File: config.mk
export PLATFORM = sky130hd
export DESIGN_NAME = serial_sub_ctrl
export DESIGN_NICKNAME = d
export VERILOG_FILES = /design/src/rtl/serial_sub_pkg.sv /design/src/rtl/fullsub_bit.sv /design/src/rtl/serial_sub_ctrl.sv
export SDC_FILE = /design/constraint.sdc
export NUM_CORES = 1
export LEC_CHECK = 0
export CORE_MARGIN = 4
export CORE_UTILIZATION = 55
export CTS_BUF_LIST = sky130_fd_sc_hd__clkbuf_8
export DETAILED_ROUTE_END_ITERATION = 7
export PLACE_DENSITY = 0.82
export SYNTH_ARGS = -nofsm -noshare
export SYNTH_HDL_FRONTEND = slang
export SYNTH_SLANG_ARGS = --single-unit
File: constraint.sdc
create_clock -name clk -period 1.7 [get_ports clk]
set_input_delay 0.34 -clock clk [delete_from_list [all_inputs] [get_ports clk]]
set_output_delay 0.34 -clock clk [all_outputs]
set_load 0.1 [all_outputs]
File: src/rtl/serial_sub_pkg.sv
// Shared definitions for the bit-serial subtractor: FSM state encoding and default width.
package serial_sub_pkg;

    localparam int DEFAULT_WIDTH = 8;

    typedef enum logic [1:0] {
        IDLE  = 2'd0,
        SHIFT = 2'd1,
        DONE  = 2'd2
    } state_e;

endpackage

File: src/rtl/fullsub_bit.sv
// One-bit full subtractor: d = a - b - bi, built as two half-subtractor stages
// whose borrows are OR-ed into bo.
module fullsub_bit (
    input  logic a,
    input  logic b,
    input  logic bi,
    output logic d,
    output logic bo
);

    logic d1;
    logic b1;
    logic b2;

    assign d1 = a ^ b;
    assign b1 = ~a & b;
    assign d  = d1 ^ bi;
    assign b2 = ~d1 & bi;
    assign bo = b1 | b2;

endmodule

File: src/rtl/serial_sub_ctrl.sv
// Bit-serial unsigned subtractor: one bit per clock, LSB first, through a single
// full subtractor; done pulses WIDTH edges after the accepting edge.
module serial_sub_ctrl
    import serial_sub_pkg::*;
#(
    parameter int WIDTH = DEFAULT_WIDTH
) (
    input  logic             clk,
    input  logic             rst,
    input  logic             start,
    input  logic [WIDTH-1:0] a,
    input  logic [WIDTH-1:0] b,
    output logic             busy,
    output logic             done,
    output logic [WIDTH-1:0] d,
    output logic             bo
);

    localparam int CW = $clog2(WIDTH) + 1;

    state_e           state_q, state_d;
    logic [WIDTH-1:0] a_q, a_d;
    logic [WIDTH-1:0] b_q, b_d;
    logic [WIDTH-1:0] res_q, res_d;
    logic             borrow_q, borrow_d;
    logic [CW-1:0]    cnt_q, cnt_d;
    logic             sub_di;
    logic             sub_bo;

    fullsub_bit u_fullsub (
        .a  (a_q[0]),
        .b  (b_q[0]),
        .bi (borrow_q),
        .d  (sub_di),
        .bo (sub_bo)
    );

    always_ff @(posedge clk) begin
        if (rst) begin
            state_q  <= IDLE;
            a_q      <= '0;
            b_q      <= '0;
            res_q    <= '0;
            borrow_q <= 1'b0;
            cnt_q    <= '0;
        end else begin
            state_q  <= state_d;
            a_q      <= a_d;
            b_q      <= b_d;
            res_q    <= res_d;
            borrow_q <= borrow_d;
            cnt_q    <= cnt_d;
        end
    end

    // Result and borrow are held outside SHIFT so the last answer stays visible
    // until the next job is accepted.
    always_comb begin
        state_d  = state_q;
        a_d      = a_q;
        b_d      = b_q;
        res_d    = res_q;
        borrow_d = borrow_q;
        cnt_d    = cnt_q;
        case (state_q)
            IDLE: begin
                if (start) begin
                    a_d      = a;
                    b_d      = b;
                    borrow_d = 1'b0;
                    cnt_d    = '0;
                    state_d  = SHIFT;
                end
            end
            SHIFT: begin
                a_d      = a_q >> 1;
                b_d      = b_q >> 1;
                res_d    = {sub_di, res_q[WIDTH-1:1]};
                borrow_d = sub_bo;
                cnt_d    = cnt_q + CW'(1);
                if (cnt_q == CW'(WIDTH - 1)) begin
                    state_d = DONE;
                end
            end
            DONE: begin
                state_d = IDLE;
            end
            default: begin
                state_d = IDLE;
            end
        endcase
    end

    assign busy = (state_q != IDLE);
    assign done = (state_q == DONE);
    assign d    = res_q;
    assign bo   = borrow_q;

endmodule

==> run summary, run 1 <==
• run status: finished, final reports clean
• total clock sinks: 31
• # DRC: 0
• static leakage: 0.700 nW
• Synthesis Warnings: 0
• standard-cell rows: 17
• post-synthesis sequential element count: 31
• detailed-route wire length per cell: 16.2 µm
• top-level port count: 30
• buffer levels on the longest clock path: 2
• Tightest Hold Check Type: register to register
• fmax: 627 MHz
• clock latency reported for the late side of the worst-skew pair: 290 ps
• fill count: 158
• source of the worst register-to-register timing path: state_q[0]
• ranking of synthesized cells by instance count: sky130_fd_sc_hd__dfxtp_1, sky130_fd_sc_hd__nor2_1, sky130_fd_sc_hd__nand2_1
• postcts setup bufs: 0
• Startpoint Class: register
• number of resized instances in the post-cts repair step: 1
• Setup Crit Path Kind: register to output port
• PnR Total Power: 1.71 mW
• count of hold buffers inserted by post-cts repair: 0
• Finished Cell Area: 1870 µm²
• P per Cell Area: 916 nW/µm²
• time the final worst path needs with I/O delays and setup: 1600 ps
• instance count of the mapped netlist: 156
• nature of the critical path endpoint: output port
• CTS tree: done
• growth of design area from synthesis to finish: 40.5%
• Vias/cell: 6.00
• remaining antenna violation count after routing: 0
• die area: 3270 µm²
• Maximum Capacitance Violations: 0
• starting density of the core: 59.0%
• final critical-path setup slack: 105 ps
• via total after detailed routing: 1289
• Max H-tree Level: 2
• most area-consuming cells after synthesis: sky130_fd_sc_hd__dfxtp_1, sky130_fd_sc_hd__nor2_1, sky130_fd_sc_hd__a211oi_1
• placer's final routability congestion estimate: 0.811
• Setup WS pre-CTS: -50.8 ps
• area of the mapped netlist: 1330 µm²
• number of flops mapped to enable cells by yosys: 0
• Iteration-0 DRC Markers: 66
• Max FO, Critical Path: 18
• headroom to the max-slew limit: 69.0%
• Hold Path Stages: 2
• all-layer global routing usage: 22.7%
• cells on worst reg2reg path: 3
• post-synthesis average cell area: 8.53 µm²
• top_reg_cell synth: sky130_fd_sc_hd__dfxtp_1
• Buffers on Ports: 29
• final net count: 207
• Final HPWL DP: 2340 µm
• final wirelength: 3480 µm
• wire length of the first global-routing pass: 5770 µm
• unrepaired setup endpoints after global routing: false
• total clock buffers created by CTS: 5
• first drt pass iteration count: 4
• sequential area share after synthesis: 46.7%
• CTS clk-pin slew, worst paths: 60 ps
• setup TNS after final layout: 0 ps
• register-to-register path setup slack: 340 ps
• worst-margin pin slew: 464 ps
• hold path startpoint: d[0]
• number of antenna repair diodes: 0
• cell area after placement: 1770 µm²
• Die X-Extent: 57.2 µm
• number of hold violations in the final report: 0
• core region area: 2250 µm²
• post-synth net total: 177
• Max Transition Viols Final: 0
• Final Setup Violations: 0
• fraction of post-synthesis cell area in the top cell type by area: 46.7%
• required time at the worst-slack endpoint: 1360 ps
• initial antenna violation count: 0
• async set-reset flop share out of synthesis: 0%
• Chip Height: 57.2 µm
• maximum number of pins on one net before global-route repair: 33
• cell type with the largest total area after synthesis: sky130_fd_sc_hd__dfxtp_1
• Hold Crit Endpoint: d[0]
• RR Endpoint: d[7]
• Worst Skew: 3.49 ps
• root cell of the clock tree: sky130_fd_sc_hd__clkbuf_8
• vias in the first global route: 1272
• highest ir drop seen on vdd: 0.923 mV
• ratio of cells with drive above 1 in the final layout: 15.5%
• post-route fraction of the period consumed by the critical path: 93.9%
• data arrival time of the critical path: 1260 ps
• GR Overflow Total: 0
• Netlist cell types: 30
state kept, by name (all words and copies together) (netlist names):
name	count
d	8
bo	1
a_q	8
cnt_q	4
b_q	8
state_q	2
worst max-delay path, stage by stage (launching register included):
cell and delay (ps):
sky130_fd_sc_hd__dfxtp_2 540, sky130_fd_sc_hd__buf_4 220, sky130_fd_sc_hd__nor2_4 40, sky130_fd_sc_hd__buf_12 160
layout by cell type, fill, tap and decap left out, drive strengths merged:
master | synthesis | final
o21a | 1 | 1
clkdlybuf4s50 | 0 | 18
or2 | 1 | 1
a21oi | 7 | 7
buf | 6 | 16
o21ba | 1 | 1
o22ai | 6 | 6
a2bb2oi | 1 | 1
dfxtp | 31 | 31
a22oi | 2 | 2
ha | 1 | 1
o21bai | 1 | 1
nand2 | 19 | 19
nand3 | 3 | 3
a31oi | 2 | 2
mux2i | 1 | 1
nor3 | 1 | 1
clkbuf | 5 | 7
and2b | 1 | 1
a221oi | 1 | 1
nand2b | 2 | 2
fa | 1 | 1
a211oi | 14 | 14
nand3b | 2 | 2
nor2 | 31 | 31
o2bb2ai | 9 | 9
a22o | 1 | 1
inv | 4 | 5
or3 | 1 | 1
layer usage:
layer / track usage (%) / vias to the layer above / wire [µm] / share of wire, %
met1: 26.9 / 609 / 1400 / 40
met5: 0 / - / 0 / 0
met3: 7.92 / 4 / 259 / 7.4
li1: - / 614 / - / -
met2: 38.7 / 62 / 1770 / 51
met4: 6.95 / 0 / 44 / 1.3
layout make-up:
type                            instances  area (µm²)  area share [%]
Timing Repair Buffer                   34         450            24.1
Multi-Input combinational cell        110         644            34.5
Tap cell                               28        35.0            1.88
Inverter                                4        15.0           0.804
Clock buffer                            7        96.3            5.16
Sequential cell                        31         623            33.4
Clock inverter                          1        3.75           0.201
where the power goes:
part | total [mW] | switching, mW | internal (mW) | leakage, nW
registers | 0.804 | 0.0358 | 0.769 | 0.255
logic | 0.273 | 0.148 | 0.126 | 0.389
clock network | 0.634 | 0.271 | 0.363 | 0.0557
total | 1.71 | 0.454 | 1.26 | 0.700
stage by stage:
step                cells  utilization, %  hold WS, ps
floorplan             156               -          451
global placement      207            78.4          458
detailed placement    207            78.4          488
CTS                   215            82.9          496
global route          215            82.9          513
finish                215            82.9          493
kinds of logic after synthesis:
kind of cell / synth area share (%)
buf+inv: 5.46
fa+ha+maj: 2.45
simple gates: 19.2
compound gates: 25.5
mux: 0.753
flops: 46.7
worst max-delay path by stage:
stage | startpoint | endpoint | slack, ps | depth (start not counted)
6_report | state_q[0] | done | 100 | 3
5_1_grt | state_q[1] | done | 50 | 3
3_5_place_dp | start | a_q[6] | -50 | 4
2_1_floorplan | state_q[1] | done | 100 | 3
4_1_cts | state_q[0] | busy | 120 | 2
3_3_place_gp | start | a_q[4] | 40 | 4
Power figures use the tool's default switching activity.
==> run 2, diff against run 1 <==
==> constraint.sdc (replaced) <==
create_clock -name clk -period 1.7 [get_ports clk]
set_input_delay 0.17 -clock clk [delete_from_list [all_inputs] [get_ports clk]]
set_output_delay 0.17 -clock clk [all_outputs]
set_load 0.1 [all_outputs]
==> run 2 against run 1 <==
- sequential power decreased by 0.6%
- cell count unchanged
- utilization decreased by 6.0 points
- combinational power decreased by 6%
- highest routed layer unchanged
==> run summary, run 2 (synthesis gave the netlist of run 1 again) <==
• Max Used Layer: met4, unchanged
• post-route fraction of the period consumed by the critical path: 91.4%, was 93.9%
• total clock sinks: 31, unchanged
• ratio of cells with drive above 1 in the final layout: 15.5%, unchanged
• clock latency reported for the late side of the worst-skew pair: 280 ps, was 290 ps
• wire length of the first global-routing pass: 5080 µm, was 5770 µm
• fmax: 643 MHz, was 627 MHz
• hold path startpoint: d[3], was d[0]
• PnR Total Power: 1.62 mW, was 1.71 mW
• source of the worst register-to-register timing path: state_q[0], unchanged
• run status: finished, final reports clean, unchanged
• standard-cell rows: 17, unchanged
• first drt pass iteration count: 4, unchanged
• Setup WS pre-CTS: 201 ps, was -50.8 ps
• core region area: 2250 µm², unchanged
• final wirelength: 3000 µm, was 3480 µm
• # placed instances: 208, was 207
• worst-margin pin slew: 492 ps, was 464 ps
• P per Cell Area: 938 nW/µm², was 916 nW/µm²
• growth of design area from synthesis to finish: 30.2%, was 40.5%
• Max FO, Critical Path: 15, was 18
• Finished Cell Area: 1730 µm², was 1870 µm²
• number of hold violations in the final report: 0, unchanged
• top-level port count: 30, unchanged
• maximum number of pins on one net before global-route repair: 20, was 33
• nature of the critical path endpoint: output port, unchanged
• time the final worst path needs with I/O delays and setup: 1550 ps, was 1600 ps
• unrepaired setup endpoints after global routing: false, unchanged
• Final Setup Violations: 0, unchanged
• Iteration-0 DRC Markers: 30, was 66
• final critical-path setup slack: 145 ps, was 105 ps
• final net count: 208, was 207
• Startpoint Class: register, unchanged
• M1 wire length: 1350 µm, was 1400 µm
• CTS clk-pin slew, worst paths: 60 ps, about the same
• Met3 Routed Length: 212 µm, was 259 µm
• met2 wire length: 1390 µm, was 1770 µm
• # DRC: 0, unchanged
• headroom to the max-slew limit: 67.1%, was 69.0%
• static leakage: 0.666 nW, was 0.700 nW
• buffer levels on the longest clock path: 2, unchanged
• number of resized instances in the post-cts repair step: 0, was 1
• Worst Skew: 2.28 ps, was 3.49 ps
• Die X-Extent: 57.2 µm, unchanged
• CTS tree: done, unchanged
• starting density of the core: 59.0%, unchanged
• Vias/cell: 5.67, was 6.00
• all-layer global routing usage: 19.6%, was 22.7%
• Final HPWL DP: 2150 µm, was 2340 µm
• highest-count cells in the layout ignoring fill and taps: sky130_fd_sc_hd__nor2_1, sky130_fd_sc_hd__dfxtp_1, sky130_fd_sc_hd__nand2_1, unchanged
• launch point of the worst path: state_q[0], unchanged
• die area: 3270 µm², unchanged
• highest ir drop seen on vdd: 0.750 mV, was 0.923 mV
• Setup Crit Path Kind: register to output port, unchanged
• Tightest Hold Check Type: register to register, unchanged
• count of hold buffers inserted by post-cts repair: 0, unchanged
• postcts setup bufs: 0, unchanged
• root cell of the clock tree: sky130_fd_sc_hd__clkbuf_8, unchanged
• Max H-tree Level: 2, unchanged
• number of standard cells in the final layout excluding fillers: 215, unchanged
• required time at the worst-slack endpoint: 1530 ps, was 1360 ps
• Chip Height: 57.2 µm, unchanged
• detailed-route wire length per cell: 14.0 µm, was 16.2 µm
• Buffers on Ports: 29, unchanged
• GR Overflow Total: 0, unchanged
• Max Transition Viols Final: 0, unchanged
• initial antenna violation count: 0, unchanged
• placer's final routability congestion estimate: 0.784, was 0.811
• data arrival time of the critical path: 1380 ps, was 1260 ps
• via total after detailed routing: 1219, was 1289
• number of antenna repair diodes: 0, unchanged
• cell area after placement: 1640 µm², was 1770 µm²
• total clock buffers created by CTS: 5, unchanged
• Maximum Capacitance Violations: 0, unchanged
• remaining antenna violation count after routing: 0, unchanged
• vias in the first global route: 1171, was 1272
run 2: cell types whose count changed in the layout (fill, tap and decap cells not counted), sizes merged:
cell / change
clkbuf: -1
buf: +1
inv: -1
clkinv: +1
run 2: metrics by stage:
step	util (%)	hold WS (ps)	setup TNS [ps]
floorplan	-	328	-15.0
detailed placement	72.9	461	0
CTS	76.8	473	0
global placement	72.9	444	0
global route	76.8	500	0
finish	76.8	472	0
run 2: layout make-up:
| type | count | area (µm²) |
|---|---|---|
| fillers | 172 | 523 |
| repair buffers | 35 | 333 |
| clock inverters | 1 | 5.00 |
| clock buffers | 6 | 82.6 |
| flip-flops and latches | 31 | 622 |
| inverters | 4 | 15.0 |
| well taps | 28 | 35.0 |
| multi-input cells | 110 | 639 |
run 2: worst max-delay path, stage by stage, from the launching register on:
cell and delay [ps]:
sky130_fd_sc_hd__dfxtp_1 630, sky130_fd_sc_hd__buf_4 260, sky130_fd_sc_hd__nor2_2 60, sky130_fd_sc_hd__buf_12 160
run 2: where the power goes:
group / switching (mW) / internal (mW)
Clock: 0.253 / 0.317
Sequential: 0.0309 / 0.768
Combinational: 0.143 / 0.113
Total: 0.427 / 1.20
run 2: final timing paths:
kind	end	cells after the start	slack, ps
setup / recovery	done	3	150
hold / removal	d[2]	2	470
setup reg to reg	b_q[4]	3	210
hold reg to reg	d[2]	2	470
run 2: layer usage:
layer  global-route usage [%]  vias up
met5                        0        -
met4                     5.63        0
met3                     7.69        7
met2                     31.6       44
met1                     24.3      553
li1                         -      615
